<file path="config.mk">
export PLATFORM = sky130hd
export DESIGN_NAME = serial_magnitude_comparator_flat
export DESIGN_NICKNAME = d
export VERILOG_FILES = /design/src/rtl/cmp_pkg.sv /design/src/rtl/serial_magnitude_comparator_if.sv /design/src/rtl/cmp2_slice.sv /design/src/rtl/serial_magnitude_comparator.sv /design/src/flat_wrapper.sv
export SDC_FILE = /design/constraint.sdc
export NUM_CORES = 1
export LEC_CHECK = 0
export BUFFER_PORTS_ARGS = -buffer_cell sky130_fd_sc_hd__buf_2
export CORE_MARGIN = 3
export CORE_UTILIZATION = 45
export CTS_CLUSTER_DIAMETER = 200
export DETAILED_ROUTE_END_ITERATION = 10
export PLACE_DENSITY = 0.68
export SYNTH_ARGS = -nofsm -noshare
export SYNTH_HDL_FRONTEND = slang
export SYNTH_SLANG_ARGS = --single-unit
</file>
<file path="constraint.sdc">
create_clock -name clk -period 6 [get_ports clk]
set_input_delay 0.6 -clock clk [delete_from_list [all_inputs] [get_ports clk]]
set_output_delay 0.6 -clock clk [all_outputs]
set_load 0.01 [all_outputs]
</file>
<file path="src/rtl/cmp_pkg.sv">
// Shared types and constants for the serial magnitude comparator.
// The result flags are encoded {lt, gt, eq}, so every valid result is one-hot.
package cmp_pkg;

    typedef enum logic [1:0] {
        ST_IDLE,
        ST_COMPARE,
        ST_DONE
    } state_e;

    localparam logic [2:0] RES_LT = 3'b100;
    localparam logic [2:0] RES_GT = 3'b010;
    localparam logic [2:0] RES_EQ = 3'b001;

    // Operands are scanned in 2-bit slices, so the width must be even and at least 2.
    function automatic bit width_ok(input int width);
        return (width >= 2) && ((width % 2) == 0);
    endfunction

endpackage

</file>
<file path="src/rtl/serial_magnitude_comparator_if.sv">
// Handshake and result bundle between the operand source/consumer and the comparator.
// The master drives the operands and start; the slave (the comparator) returns status and flags.
interface serial_magnitude_comparator_if #(
    parameter int WIDTH = 8
);
    logic             start;
    logic [WIDTH-1:0] a;
    logic [WIDTH-1:0] b;
    logic             busy;
    logic             done;
    logic             a_less_b;
    logic             a_greater_b;
    logic             a_equal_b;

    modport master (
        output start, a, b,
        input  busy, done, a_less_b, a_greater_b, a_equal_b
    );

    modport slave (
        input  start, a, b,
        output busy, done, a_less_b, a_greater_b, a_equal_b
    );
endinterface

</file>
<file path="src/rtl/cmp2_slice.sv">
// Purely combinational unsigned compare of one 2-bit slice.
// Exactly one of lt, gt and eq is high for any input pair.
module cmp2_slice (
    input  logic [1:0] x,
    input  logic [1:0] y,
    output logic       lt,
    output logic       gt,
    output logic       eq
);
    assign lt = (x < y);
    assign gt = (x > y);
    assign eq = (x == y);
endmodule

</file>
<file path="src/rtl/serial_magnitude_comparator.sv">
// Multi-cycle magnitude comparator: scans 2-bit slices MSB-first, one per clock, and stops
// early on the first unequal slice. Busy, done and the one-hot result flags are all registered.
module serial_magnitude_comparator
    import cmp_pkg::*;
#(
    parameter int WIDTH = 8
) (
    input logic                         clk,
    input logic                         rst_n,
    serial_magnitude_comparator_if.slave bus
);
    localparam int NPAIR = WIDTH / 2;
    localparam int IDX_W = (NPAIR > 1) ? $clog2(NPAIR) : 1;

    if (!width_ok(WIDTH)) begin : g_bad_width
        $error("serial_magnitude_comparator: WIDTH must be even and >= 2");
    end

    state_e                     state;
    logic [WIDTH-1:0]           a_q;
    logic [WIDTH-1:0]           b_q;
    logic [IDX_W-1:0]           idx;
    logic                       busy_q;
    logic                       done_q;
    logic [2:0]                 res_q;

    logic [NPAIR-1:0][1:0]      a_sl;
    logic [NPAIR-1:0][1:0]      b_sl;
    logic                       sl_lt;
    logic                       sl_gt;
    logic                       sl_eq;

    // View the latched operands as slice arrays so idx selects the slice under test.
    assign a_sl = a_q;
    assign b_sl = b_q;

    cmp2_slice u_slice (
        .x  (a_sl[idx]),
        .y  (b_sl[idx]),
        .lt (sl_lt),
        .gt (sl_gt),
        .eq (sl_eq)
    );

    // NOTE: non-blocking assignments throughout, so every register sees pre-edge values
    // and the state, index and flags update together without ordering races.
    always_ff @(posedge clk or negedge rst_n) begin
        if (!rst_n) begin
            state  <= ST_IDLE;
            a_q    <= '0;
            b_q    <= '0;
            idx    <= '0;
            busy_q <= 1'b0;
            done_q <= 1'b0;
            res_q  <= '0;
        end else begin
            case (state)
                ST_IDLE, ST_DONE: begin
                    done_q <= 1'b0;
                    if (bus.start) begin
                        a_q    <= bus.a;
                        b_q    <= bus.b;
                        idx    <= IDX_W'(NPAIR - 1);
                        busy_q <= 1'b1;
                        state  <= ST_COMPARE;
                    end else begin
                        busy_q <= 1'b0;
                        state  <= ST_IDLE;
                    end
                end
                ST_COMPARE: begin
                    if (!sl_eq) begin
                        res_q  <= sl_lt ? RES_LT : RES_GT;
                        busy_q <= 1'b0;
                        done_q <= 1'b1;
                        state  <= ST_DONE;
                    end else if (idx == '0) begin
                        res_q  <= RES_EQ;
                        busy_q <= 1'b0;
                        done_q <= 1'b1;
                        state  <= ST_DONE;
                    end else begin
                        idx <= idx - 1'b1;
                    end
                end
                default: begin
                    busy_q <= 1'b0;
                    done_q <= 1'b0;
                    state  <= ST_IDLE;
                end
            endcase
        end
    end

    // Flags are held from the last completion; a new start leaves them untouched.
    assign bus.busy        = busy_q;
    assign bus.done        = done_q;
    assign bus.a_less_b    = res_q[2];
    assign bus.a_greater_b = res_q[1];
    assign bus.a_equal_b   = res_q[0];

endmodule

</file>
<file path="src/flat_wrapper.sv">
// flat-port wrapper written by rule: the top's interface ports become plain ports
module serial_magnitude_comparator_flat import cmp_pkg::*;
#(
    parameter int WIDTH = 8
)
  (clk, rst_n, bus_start, bus_a, bus_b, bus_busy, bus_done, bus_a_less_b, bus_a_greater_b, bus_a_equal_b);
  serial_magnitude_comparator_if #(.WIDTH(WIDTH)) bus_i ();
  input logic clk;
  input logic rst_n;
  input wire logic [$bits(bus_i.start)-1:0] bus_start;
  input wire logic [$bits(bus_i.a)-1:0] bus_a;
  input wire logic [$bits(bus_i.b)-1:0] bus_b;
  output wire logic [$bits(bus_i.busy)-1:0] bus_busy;
  output wire logic [$bits(bus_i.done)-1:0] bus_done;
  output wire logic [$bits(bus_i.a_less_b)-1:0] bus_a_less_b;
  output wire logic [$bits(bus_i.a_greater_b)-1:0] bus_a_greater_b;
  output wire logic [$bits(bus_i.a_equal_b)-1:0] bus_a_equal_b;
  assign bus_i.start = bus_start;
  assign bus_i.a = bus_a;
  assign bus_i.b = bus_b;
  assign bus_busy = bus_i.busy;
  assign bus_done = bus_i.done;
  assign bus_a_less_b = bus_i.a_less_b;
  assign bus_a_greater_b = bus_i.a_greater_b;
  assign bus_a_equal_b = bus_i.a_equal_b;
  serial_magnitude_comparator #(.WIDTH(WIDTH)) u_core (.clk(clk), .rst_n(rst_n), .bus(bus_i));
endmodule
</file>
* After elaboration in Yosys (flattened, before gate mapping)
Cells that the tools add are included.
** Operators by class
- Add/sub/neg operators :: 1
- Mux-type cells :: 22
- Equal/unequal tests :: 8
- Order comparisons :: 2
- Reductions and logical operators :: 7
** Operator list (count)
- $mux W2 :: 7
- $mux W3 :: 3
- $bmux W2 S2 :: 2
- $pmux W2 S2 :: 2
- $mux W1 :: 7
- $ne A2 B2 Y1 const B :: 3
- $logic_not A2 Y1 :: 2
- $reduce_and A2 Y1 :: 2
- $reduce_and A4 Y1 :: 1
- $lt A2 B3 Y1 const B :: 1
- $ne A3 B3 Y1 const B :: 1
- $eq A2 B1 Y1 const B :: 1
- $eq A2 B2 Y1 :: 1
- $eq A2 B2 Y1 const B :: 1
- $lt A2 B2 Y1 :: 1
- $ne A2 B1 Y1 const B :: 1
- $pmux W1 S2 :: 1
- $reduce_bool A2 Y1 :: 1
- $reduce_or A2 Y1 :: 1
- $sub A2 B1 Y2 const B :: 1
** Storage, ports and cells
- Logic and storage cells :: 47
- Output and inout port bits :: 5
- Input bits :: 19
- Flip-flop bits (word level) :: 25

* Logic depth before layout (Yosys ltp)
- Depth after elaboration :: 5
- Mapped depth :: 7
- Gate-level depth less buffers :: 6

* Cells and area by module
From an unflattened synthesis, not the netlist that was laid out.
** Second synthesis, totals
- Cell total of the unflattened synthesis :: 80
- Area, all modules :: 1147.4 µm²
** Modules (own cells, without submodules)
- serial_magnitude_comparator :: instances 1, area an instance 1084.8 µm², seq. area each 600.6 µm², cells each 71
- cmp2_slice :: instances 1, area an instance 62.6 µm², seq. area each 0.0 µm², cells each 9

* Least setup slack after synthesis
Ideal clock, no wire load.
- Kind :: reg-to-reg
- Start point :: register u_core.idx[0]
- End point :: register u_core.idx[0]
- Setup time :: 82 ps
- Buffers on the path :: 1
- Cell stages (with the launch flop) :: 7
- Period minus slack after synthesis :: 2017 ps
- Slack :: 3983 ps
- Arrival :: 1935 ps
- Required time :: 5918 ps
- Cell sequence :: dfrtp_1 > buf_6 > mux4_1 > ha_1 > nand2_1 > or4_1 > a31oi_1
** On the way
- Cells in the longest elaborated chain, start to end :: 5
- Elaborated cells between the ends (all ways) :: 13
- Those cells by class :: add/sub (1); eq/ne (3); mux (7); reduce/logical (2)
** RTL lines
- start: declaration :: line serial_magnitude_comparator.sv:22 : logic [IDX_W-1:0] idx;
- start signal: assignment :: line serial_magnitude_comparator.sv:63 : idx <= IDX_W'(NPAIR - 1);
- start signal: assignment :: line serial_magnitude_comparator.sv:83 : idx <= idx - 1'b1;
- $bmux W2 S2, on equally long branches :: line serial_magnitude_comparator.sv:38, serial_magnitude_comparator.sv:39
- $mux W2, on equally long branches :: line serial_magnitude_comparator.sv:38, serial_magnitude_comparator.sv:39
- $eq A2 B2 Y1 :: line cmp2_slice.sv:12 : assign eq = (x == y);
- $ne A2 B1 Y1 (no source line)
- $reduce_and A4 Y1 (no source line)
Parallel ways exist; a longest one is shown, timed or not. The select of a mux whose other input is x is not followed.
A chain may end at the register's enable or synchronous reset.

* Worst setup path after layout
- Start point :: register u_core.idx[0]
- End point :: register u_core.idx[1]
Same word-level chain as after synthesis.

==> results <==
- The effective utilization at floorplan is 48.78%.
- The DRC marker count from the first detailed-route iteration is 6.
- Yosys mapped the design onto 22 distinct sky130hd cell types.
- In the synthesized netlist the dominant register cell turns out to be dfrtp_1.
- The via count of the first global-routing pass came to approximately 690.
- The layout net count is between 100 and 150.
- The wire length of the first global-routing pass is about 3000 um.
- CTS built an H-tree with a depth of 1.
- The clock slew seen by the registers of the worst setup and hold paths is ~120 ps.
- The max-slew headroom at the worst pin is 65.92%.
- The antenna violation net count after detailed routing is 0.
- The utilization of the core after routing is 56.16%.
- Wire segments on met3 add up to roughly 73 um in the final route.
- The routed length per instance is 13.08 um.
- The max-cap check violation count is 0.
- The count of hold buffers inserted by post-cts repair is 0.
- The share of total power dissipated in the clock network is around an eighth.
- The worst path uses 37.34% of the clock period.
- The count of buffers added on input and output ports is 23.
- The worst setup path is of the flop to flop kind.
- Net switching is 33.25% of the power.
- The total track usage is 11.92%.
- Compared with the post-synthesis result, the final layout area differs by 15.13%.
- The startpoint kind of the worst setup timing path is a flop.
- The flow ran to the end, and the final reports show no timing, DRC or antenna violations.
- STA classifies the critical path endpoint as a flop.
- For the pin with the worst max-slew slack, the measured transition is 511.2 ps.
- The worst-case IR drop observed on VDD is around 260 uV.
- The fraction of final layout cells sized beyond drive strength 1 is 44.12%.
- After synthesis, the mean cell area works out to between 10 and 15 um^2.
- The number of antenna diodes in the final layout is 0.
- The final weighted congestion in routability-driven placement is 0.7559.
- The highest metal layer carrying signal wires in the routed design is met4.
- The proportion of power drawn by flip-flops and latches is 44.5%.
- The TritonCTS clock tree is built.
- The worst path needs 2241 ps of the cycle, external delays included.
- The cell type with the highest aggregate area in the netlist is dfrtp_1.
- Summed over all layers, the global routing overflow is 0.
- The part of the Yosys area used for sequential elements is 54.61%.
- The post-detailed-route via-to-cell ratio is 5.285.
- The min-delay analysis places its worst path in the category input port to asynchronous set/reset pin.
- The proportion of synthesized flip-flops having asynchronous set or reset is between 90% and 100%.
- Entering global routing, the biggest net connects 25 pins.
- Between clock sinks in the finished design, the worst skew comes to 2.377 ps.
- In the final routing, the length of wire on met1 measures 761 um.
- The final-report hold violation count came to 0.
- The sum of negative setup slack is 0 ps.
- The internal power component is approximately 0.00042 W.
- The total clock buffers created by CTS is 3.
- In this run the worst path has a maximum fanout of 8.
- The clock reaches the later pin of the worst-skew pair after 300 ps.
- The routed design has approximately 1700 um of wire.
- Setup repair after global routing left no endpoint under its margin.
- Per report_power, the combinational group accounts for 42.6% of the total.
- Detailed placement ended at an HPWL of 1310 um.
- Post-CTS repair changed the size of 0 cells.
- STA puts the critical path data arrival time at between 2000 and 2500 ps.
- The die area is between 3000 and 4000 um^2.
- The top cell type's share of synthesized area is 54.61%.
- Detailed routing placed a total of 853 um of wire on met2.
- Across all register-to-register paths, the minimum setup slack is approximately 3800 ps.
- Once the clock tree was built, the setup fixing pass inserted 0 buffers.
- The mapped netlist covers 1100 um^2.
- The total power per unit cell area is 495.7 nW/um^2.
- The height of the chip is 55.44 um.
- The synthesized design contains 0 enable-type register cells.
- In this run the power spent charging and discharging nets is 0.0002087 W.
- The clock net in this run drives a total of 24 sinks.
- After synthesis, the cell types taking the most area are dfrtp_1, mux2_2, mux4_1.
- The flop and latch count out of synthesis is 24.
- The maximum operating frequency is around 0.45 GHz.
- The final count of negative-setup-slack endpoints is 0.
- The longest clock path from root to sink contains 2 buffers.
- After floorplanning, the core was divided into 17 placement rows.
- The cell at the root of the clock tree is clkbuf_4.
- The cell count after synthesis is 77.
- The number of warnings issued by yosys is 0.
- For this run, design rule violations remaining after detail routing come to 0.
- The floorplan step set the die width to 55.44 um.
- The via total after detailed routing is 687.
- The number of nets in the synthesized netlist is 99.
- The number of pins with negative max-slew slack in the final report is 0.
- The detailed-routing iteration count for the pre-antenna-repair pass is 2.
- The initial antenna violation count is 0.
- The I/O pin total is 24.
- For this design the static power due to leakage is 0.6268 nW.
- Data on the critical path is required at its endpoint by ~6200 ps.
- The total area inside the core boundary comes to 2255 um^2.
final timing paths:
path / startpoint / to / cells after the start
hold reg to reg: u_core.bus.busy / u_core.bus.busy / 1
setup / recovery: u_core.idx[0] / u_core.idx[1] / 5
setup reg to reg: u_core.idx[0] / u_core.idx[1] / 5
min in group clk: u_core.bus.busy / u_core.bus.busy / 1
max in group asynchronous: rst_n / u_core.bus.done / 1
hold / removal: rst_n / u_core.bus.busy / 1
per-stage QoR:
| step | area, um^2 | hold slack, ps | std cells | power, W | setup WS (ps) |
|---|---|---|---|---|---|
| 2_1_floorplan | 1100 | 304.4 | 77 | 0.0004919 | 3983 |
| 3_3_place_gp | 1230 | 461.2 | 126 | 0.0005435 | 3836 |
| 3_5_place_dp | 1230 | 468.0 | 126 | 0.0005571 | 3753 |
| 4_1_cts | 1266 | 261.5 | 130 | 0.0006392 | 3724 |
| 5_1_grt | 1266 | 274.9 | 130 | 0.0006859 | 3548 |
| 6_report | 1266 | 248.8 | 130 | 0.0006277 | 3759 |
layer usage:
| metal | vias to the layer above | GRT usage [%] |
|---|---|---|
| met1 | 339 | 15.62 |
| li1 | 333 | - |
| met2 | 13 | 19.26 |
| met5 | - | 0 |
| met4 | 0 | 5.208 |
| met3 | 2 | 2.103 |
Yosys cell counts, types with 2 or more instances:
master and instances:
nor3_1 2, nor2_1 2, nand2_1 2, mux4_1 4
a21oi_1 3, inv_1 6, dfrtp_1 24, buf_6 2
nor2b_1 2, ha_1 3, mux2_2 16
cell type report:
cell class	count	area, um^2
Multi-Input combinational cell	44	449.2
Timing Repair Buffer	24	122.6
Clock buffer	4	36.28
Fill cell	219	988.4
Tap cell	28	35.03
Sequential cell	24	600.6
Inverter	6	22.52
cells in the final DEF, fill, tap and decap left out, types with 2 or more instances in the layout:
| cell | netlist | routed |
|---|---|---|
| nor2_1 | 2 | 2 |
| nand2_1 | 2 | 2 |
| nor2b_1 | 2 | 2 |
| buf_2 | 1 | 23 |
| ha_1 | 3 | 3 |
| clkbuf_4 | 0 | 3 |
| inv_1 | 6 | 6 |
| mux4_1 | 4 | 4 |
| nor3_1 | 2 | 2 |
| a21oi_1 | 3 | 3 |
| mux2_2 | 16 | 16 |
| dfrtp_1 | 24 | 24 |
power groups by stage:
stage	Combinational (W)	Sequential, W	Clock [W]
6_report	0.000268	0.000279	0.0000808
5_1_grt	0.000302	0.000291	0.0000927
4_1_cts	0.000272	0.000282	0.0000855
3_5_place_dp	0.000271	0.000286	0
3_3_place_gp	0.000261	0.000283	0
2_1_floorplan	0.000220	0.000272	0
registers in the layout, indices dropped and copies added (netlist names):
name	count
u_core.a_q	8
u_core.bus.busy	1
u_core.b_q	8
u_core.state	1
u_core.idx	2
u_core.res_q	3
u_core.bus.done	1
worst max-delay path, cell delays in order, from the launching register on:
cell     delay [ps]
dfrtp_1         540
mux4_1          600
ha_1            330
nand2_1         120
nor3_1          360
mux2i_1         230
kinds of logic after synthesis:
logic type | after synthesis | synth area share, %
simple gates | 11 | 5.235
mux | 21 | 26.85
flops | 24 | 54.61
fa+ha+maj | 3 | 3.413
buf+inv | 9 | 4.550
compound gates | 9 | 5.347
(Power assumes the default switching activity.)
